**src/rtl/mem_stage_forward_unit.sv**
```systemverilog
// ---------------------------------------------------------------------------
// mem_stage_forward_unit
//   Store-data forwarding for the memory stage. A store in stage 3 reads its
//   data register (REG_READ_ADDR_S3). That register may be written by the
//   instruction now in stage 4. It may also have been written by one of the
//   last DEPTH instructions that retired out of stage 4. This unit selects
//   the freshest copy of the value.
//
//   If the stage-4 producer is a load and memory is busy, the load data is
//   not ready yet. HOLD then asks the hazard unit to stall, and a small FSM
//   times the wait. The FSM raises a sticky ERR if the wait runs past
//   TIMEOUT cycles.
//
// Ports
//   CLK, RESET          clock; asynchronous active-low reset
//   REG_READ_ADDR_S3    store-data source register (stage 3)
//   STAGE_3_MEM_WRITE   stage-3 instruction is a store
//   STAGE4_REG_ADDR     stage-4 destination register
//   STAGE_4_MEM_READ    stage-4 instruction is a load
//   STAGE4_REG_WRITE_EN stage-4 instruction writes a register
//   STAGE4_DATA         stage-4 result / load data
//   MEM_BUSY            memory not ready; pipeline frozen
//   MUX_OUT             0 none, 1 stage 4, 2 history
//   FWD_DATA            forwarded store data
//   HOLD                stall request
//   ERR                 sticky wait-timeout flag
// ---------------------------------------------------------------------------
module mem_stage_forward_unit #(
    parameter int ADDR_W  = 5,
    parameter int DATA_W  = 32,
    parameter int DEPTH   = 2,
    parameter int TIMEOUT = 15
) (
    input  logic              CLK,
    input  logic              RESET,
    input  logic [ADDR_W-1:0] REG_READ_ADDR_S3,
    input  logic              STAGE_3_MEM_WRITE,
    input  logic [ADDR_W-1:0] STAGE4_REG_ADDR,
    input  logic              STAGE_4_MEM_READ,
    input  logic              STAGE4_REG_WRITE_EN,
    input  logic [DATA_W-1:0] STAGE4_DATA,
    input  logic              MEM_BUSY,
    output logic [1:0]        MUX_OUT,
    output logic [DATA_W-1:0] FWD_DATA,
    output logic              HOLD,
    output logic              ERR
);

    typedef struct packed {
        logic              vld;
        logic [ADDR_W-1:0] addr;
        logic [DATA_W-1:0] data;
    } hist_t;

    typedef enum logic [1:0] {IDLE, WAIT, ERROR} state_t;

    hist_t             hist_q [DEPTH];
    state_t            state_q, state_d;
    logic [7:0]        cnt_q, cnt_d;
    logic              src_nz, s4_hit, hist_hit;
    logic [DATA_W-1:0] hist_data;

    // Retired-write history: entry 0 is newest. Frozen while memory is busy.
    always_ff @(posedge CLK or negedge RESET) begin
        if (!RESET) begin
            for (int k = 0; k < DEPTH; k++) hist_q[k] <= '0;
        end else if (!MEM_BUSY) begin
            hist_q[0].vld  <= STAGE4_REG_WRITE_EN && (STAGE4_REG_ADDR != '0);
            hist_q[0].addr <= STAGE4_REG_ADDR;
            hist_q[0].data <= STAGE4_DATA;
            for (int k = 1; k < DEPTH; k++) hist_q[k] <= hist_q[k-1];
        end
    end

    assign src_nz = (REG_READ_ADDR_S3 != '0);
    assign s4_hit = STAGE_3_MEM_WRITE && STAGE4_REG_WRITE_EN && src_nz &&
                    (REG_READ_ADDR_S3 == STAGE4_REG_ADDR);

    // Scan oldest to newest so the newest matching entry is the one kept.
    always_comb begin
        hist_hit  = 1'b0;
        hist_data = '0;
        for (int k = DEPTH - 1; k >= 0; k--) begin
            if (hist_q[k].vld && (hist_q[k].addr == REG_READ_ADDR_S3)) begin
                hist_hit  = 1'b1;
                hist_data = hist_q[k].data;
            end
        end
        hist_hit = hist_hit && STAGE_3_MEM_WRITE && src_nz;
    end

    always_comb begin
        MUX_OUT  = 2'd0;
        FWD_DATA = '0;
        if (s4_hit) begin
            MUX_OUT  = 2'd1;
            FWD_DATA = STAGE4_DATA;
        end else if (hist_hit) begin
            MUX_OUT  = 2'd2;
            FWD_DATA = hist_data;
        end
    end

    assign HOLD = s4_hit && STAGE_4_MEM_READ && MEM_BUSY;
    assign ERR  = (state_q == ERROR);

    always_ff @(posedge CLK or negedge RESET) begin
        if (!RESET) begin
            state_q <= IDLE;
            cnt_q   <= '0;
        end else begin
            state_q <= state_d;
            cnt_q   <= cnt_d;
        end
    end

    // A stall that loses its stage-4 match (squash) simply ends the wait.
    always_comb begin
        state_d = state_q;
        cnt_d   = cnt_q;
        case (state_q)
            IDLE: begin
                if (HOLD) begin
                    state_d = WAIT;
                    cnt_d   = 8'd1;
                end
            end
            WAIT: begin
                if (!MEM_BUSY || !s4_hit)      state_d = IDLE;
                else if (cnt_q == 8'(TIMEOUT)) state_d = ERROR;
                else                           cnt_d   = cnt_q + 8'd1;
            end
            ERROR:   state_d = ERROR;
            default: state_d = IDLE;
        endcase
    end

endmodule

```
**config.mk**
```make
export PLATFORM = sky130hd
export DESIGN_NAME = mem_stage_forward_unit
export DESIGN_NICKNAME = d
export VERILOG_FILES = /design/src/rtl/mem_stage_forward_unit.sv
export SDC_FILE = /design/constraint.sdc
export NUM_CORES = 1
export LEC_CHECK = 0
export CAP_MARGIN = 20
export CORE_UTILIZATION = 42
export CTS_BUF_LIST = sky130_fd_sc_hd__clkbuf_4 sky130_fd_sc_hd__clkbuf_8 sky130_fd_sc_hd__clkbuf_16
export DETAILED_ROUTE_END_ITERATION = 7
export GPL_ROUTABILITY_DRIVEN = 0
export PLACE_DENSITY = 0.74
export SETUP_SLACK_MARGIN = 0.2
export SYNTH_ARGS = -nofsm -noshare
export SYNTH_HDL_FRONTEND = slang
export SYNTH_SLANG_ARGS = --single-unit
```
**constraint.sdc**
```tcl
create_clock -name CLK -period 2.3 [get_ports CLK]
set_input_delay 0.46 -clock CLK [delete_from_list [all_inputs] [get_ports CLK]]
set_output_delay 0.46 -clock CLK [all_outputs]
set_load 0.03 [all_outputs]
```
==> flow_metrics.py <==
metrics = {
    "power": {
        "p_sw_uw": 1070,
        "p_int_uw": 2670,
        "pwr-share-seq_pct": 50.0,
        "netSwitchingFraction_pct": 28.7,
        "irDropWorstVdd_mv": 0.310,
        "clkPwrFrac_pct": 29.1,
        "combPwrFrac_pct": 20.9,
        "power_leakage_uw": 0.00272,
        "cellPowerDensity_nw_per_um2": 549,
    },
    "worst_setup_path": {
        "critical_path_class": "flop to output port",
        "path_cells": "xor2_2 -> nor4_2 -> and3_4 -> buf_12 -> o221ai_4 -> bufbuf_16 -> o21ai_4 -> buf_6",
        "cp.arrival_ns": 2.37,
        "cp.required_ns": 1.84,
        "cp_slowest_cell": "dfrtp_1",
        "critical-path-max-stage-delay_ns": 0.43,
        "critical_path_buf_inv_count": 3,
        "cp-end-kind": "output port",
        "cp_max_fo": 7,
        "cp-start-kind": "flop",
        "path_delay_family": "buffers and inverters",
    },
    "timing": {
        "period_needed_ns": 2.83,
        "layout_setup_ws_ns": -0.532,
        "rsz0062_at_grt": "true",
        "finalMaxSlewViolations": 0,
        "hold_viol": 0,
        "maxSlewHeadroom_pct": 64.5,
        "min_period_over_period_pct": 123,
        "setup_violations": 35,
        "clock_skew_ns": 0.0114,
        "worst_pin_slew_ns": 0.533,
        "fmax_ghz": 0.353,
    },
    "grt": {
        "antenna_found_initial": 0,
        "grt.overflow.total": 0,
        "grt_max_degree": 47,
        "track_usage_pct": 21.3,
        "grt_pass1_vias": 3366,
        "grt_pass1_wl_um": 16800,
    },
    "floorplanning": {
        "die_area_um2": 10500,
        "die_x_um": 103,
        "rows": 36,
        "design.core.area_um2": 9770,
        "pin_count": 84,
        "initial_core_util_pct": 43.4,
        "die_h_um": 103,
    },
    "detailed_routing": {
        "ant_nets": 0,
        "drtIter0Drc": 79,
        "num_vias": 3217,
        "dr.pass1.iters": 4,
        "totalWireLength_um": 10300,
        "drc": 0,
        "wl_per_cell_um": 16.8,
        "vias_per_cell": 5.23,
    },
    "finish": {
        "diodes": 0,
        "area_growth_pct": 60.3,
        "finalInstanceArea_um2": 6810,
        "drive_above_1_share_pct": 55.6,
        "fill_cells": 670,
        "multi_input_area_um2": 2740,
        "mostFrequentLayoutCells": "86 x dfrtp_1, 76 x mux2_2, 47 x buf_6, 35 x clkdlybuf4s50_1, 34 x nand2_1",
        "fin_nets": 526,
        "final_common_cell": "dfrtp_1",
        "ff_latch_area_um2": 2150,
        "final_cell_count_no_fill": 615,
    },
    "clock_tree": {
        "clockBufferDepth": 2,
        "clock-root-buffer": "clkbuf_8",
        "clk_latency_ns": 0.36,
        "cts_max_level": 3,
        "numCtsBuffers": 9,
        "tritoncts": "built",
        "cts.sinks": 86,
        "clkTransAtPathRegs_ns": 0.09,
        "holdBufCountCts": 0,
    },
    "logic_synthesis": {
        "yosysUniqueCellTypes": 36,
        "ys_ff_latch": 86,
        "synth_top_area_share_pct": 50.7,
        "syn_area_um2": 4250,
        "yosysTopAreaCell": "dfrtp_1",
        "synthCells": 359,
        "yosys_warnings": 0,
        "synth-seq-area-share_pct": 50.7,
        "syn_area_per_cell_um2": 11.8,
        "synthTopCellsByArea": "dfrtp_1 51%, mux2_2 20%, mux2i_1 7.8%",
        "syn-num-nets": 408,
    },
    "placed_design": {
        "place_inst": 579,
        "hpwl_um": 6430,
        "io_buffer_count": 83,
        "placed_area_um2": 5800,
        "post-place-ws_ns": -0.641,
    },
    "run_status": {
        "status": "complete, but fails checks",
        "violations": "setup timing",
    },
    "job": {
        "cap_violations": 0,
    },
    "hold_path": {
        "hold_class": "input pin to async pin",
    },
}
cell usage after synthesis:
cell type	instances
nor2_1	4
mux2i_1	33
and4_1	1
nand4_1	4
o31ai_1	2
buf_1	6
o2111ai_1	1
xor2_1	8
buf_2	2
o21ai_1	2
dfrtp_1	86
o21ai_2	1
xnor2_1	7
a32oi_1	1
o21ai_0	34
nand4b_1	1
and3_1	4
nor3b_1	1
o22ai_1	1
buf_4	4
nor4b_1	1
nand2b_1	1
mux2_2	76
clkbuf_1	8
nor3_2	2
clkbuf_2	3
o2bb2ai_1	2
or4_1	2
nor4_1	2
or3_1	1
nand3_1	2
inv_1	10
o221ai_2	1
ha_1	1
a41o_1	4
nand2_1	40
stage by stage:
| step | setup TNS, ns | hold slack (ns) | utilization [%] | total power [uW] |
|---|---|---|---|---|
| after floorplan | 0 | 0.164 | - | 2280 |
| after global placement | -24.24 | 0.470 | 59.4 | 2510 |
| after detailed placement | -25.08 | 0.477 | 59.4 | 2540 |
| after CTS | -15.10 | 0.0826 | 68.6 | 3750 |
| after global routing | -20.43 | 0.101 | 69.6 | 3910 |
| final | -16.51 | 0.0746 | 69.6 | 3740 |
per-layer routing:
metal  GRT usage, %  vias up  routed length [um]
met1           27.6     1618                4470
met5              0        -                   0
met3           2.92       12                 313
li1               -     1518                   -
met2           36.6       69                5380
met4           7.25        0                 163
flip-flops by register name, summed over array words and instances (netlist names):
name,cells
hist_q,76
state_q,2
cnt_q,8
final timing paths:
kind,start,endpoint,slack (ns),depth (start not counted)
setup reg to reg,cnt_q[0]$_DFFE_PN0P_,cnt_q[7]$_DFFE_PN0P_,0.35,7
hold reg to reg,hist_q[31]$_DFFE_PN0N_,hist_q[31]$_DFFE_PN0N_,0.52,1
max in group asynchronous,RESET,hist_q[70]$_DFFE_PN0N_,1.60,2
hold / removal,RESET,hist_q[56]$_DFFE_PN0N_,0.07,1
setup / recovery,hist_q[71]$_DFFE_PN0N_,FWD_DATA[7],-0.53,8
min in group CLK,MEM_BUSY,hist_q[30]$_DFFE_PN0N_,0.45,2
cell type report:
cell class	count	area share, %
clock buffer	10	1.93
clock inverter	6	1.05
inverter	10	0.625
multi-input combinational	240	40.2
sequential	86	31.6
tap	133	2.44
timing repair buffer	130	22.1
cells by family (layout without fill, tap and decap cells):
family | after synthesis | count (layout) | share of synthesized area (%)
mux | 109 | 109 | 27.9
xor+xnor | 15 | 15 | 3.09
buf+inv | 33 | 156 | 3.42
fa+ha+maj | 1 | 1 | 0.295
flops | 86 | 86 | 50.7
compound gates | 49 | 49 | 7.07
simple gates | 66 | 66 | 7.51
what timing repair did:
item | 4_1_cts | 5_1_grt
gates cloned | 5 | 0
gates resized for setup | 129 | 15
pin swaps | 12 | 3
endpoints found under the setup margin | 46 | 44
buffers inserted | 12 | 3
power groups by stage:
stage	clock, uW	sequential, uW	combinational (uW)
floorplan	0	1820	456
global route	1170	1900	836
CTS	1120	1860	768
detailed placement	0	1860	677
finish	1090	1870	781
global placement	0	1850	656
(Power assumes the default switching activity.)
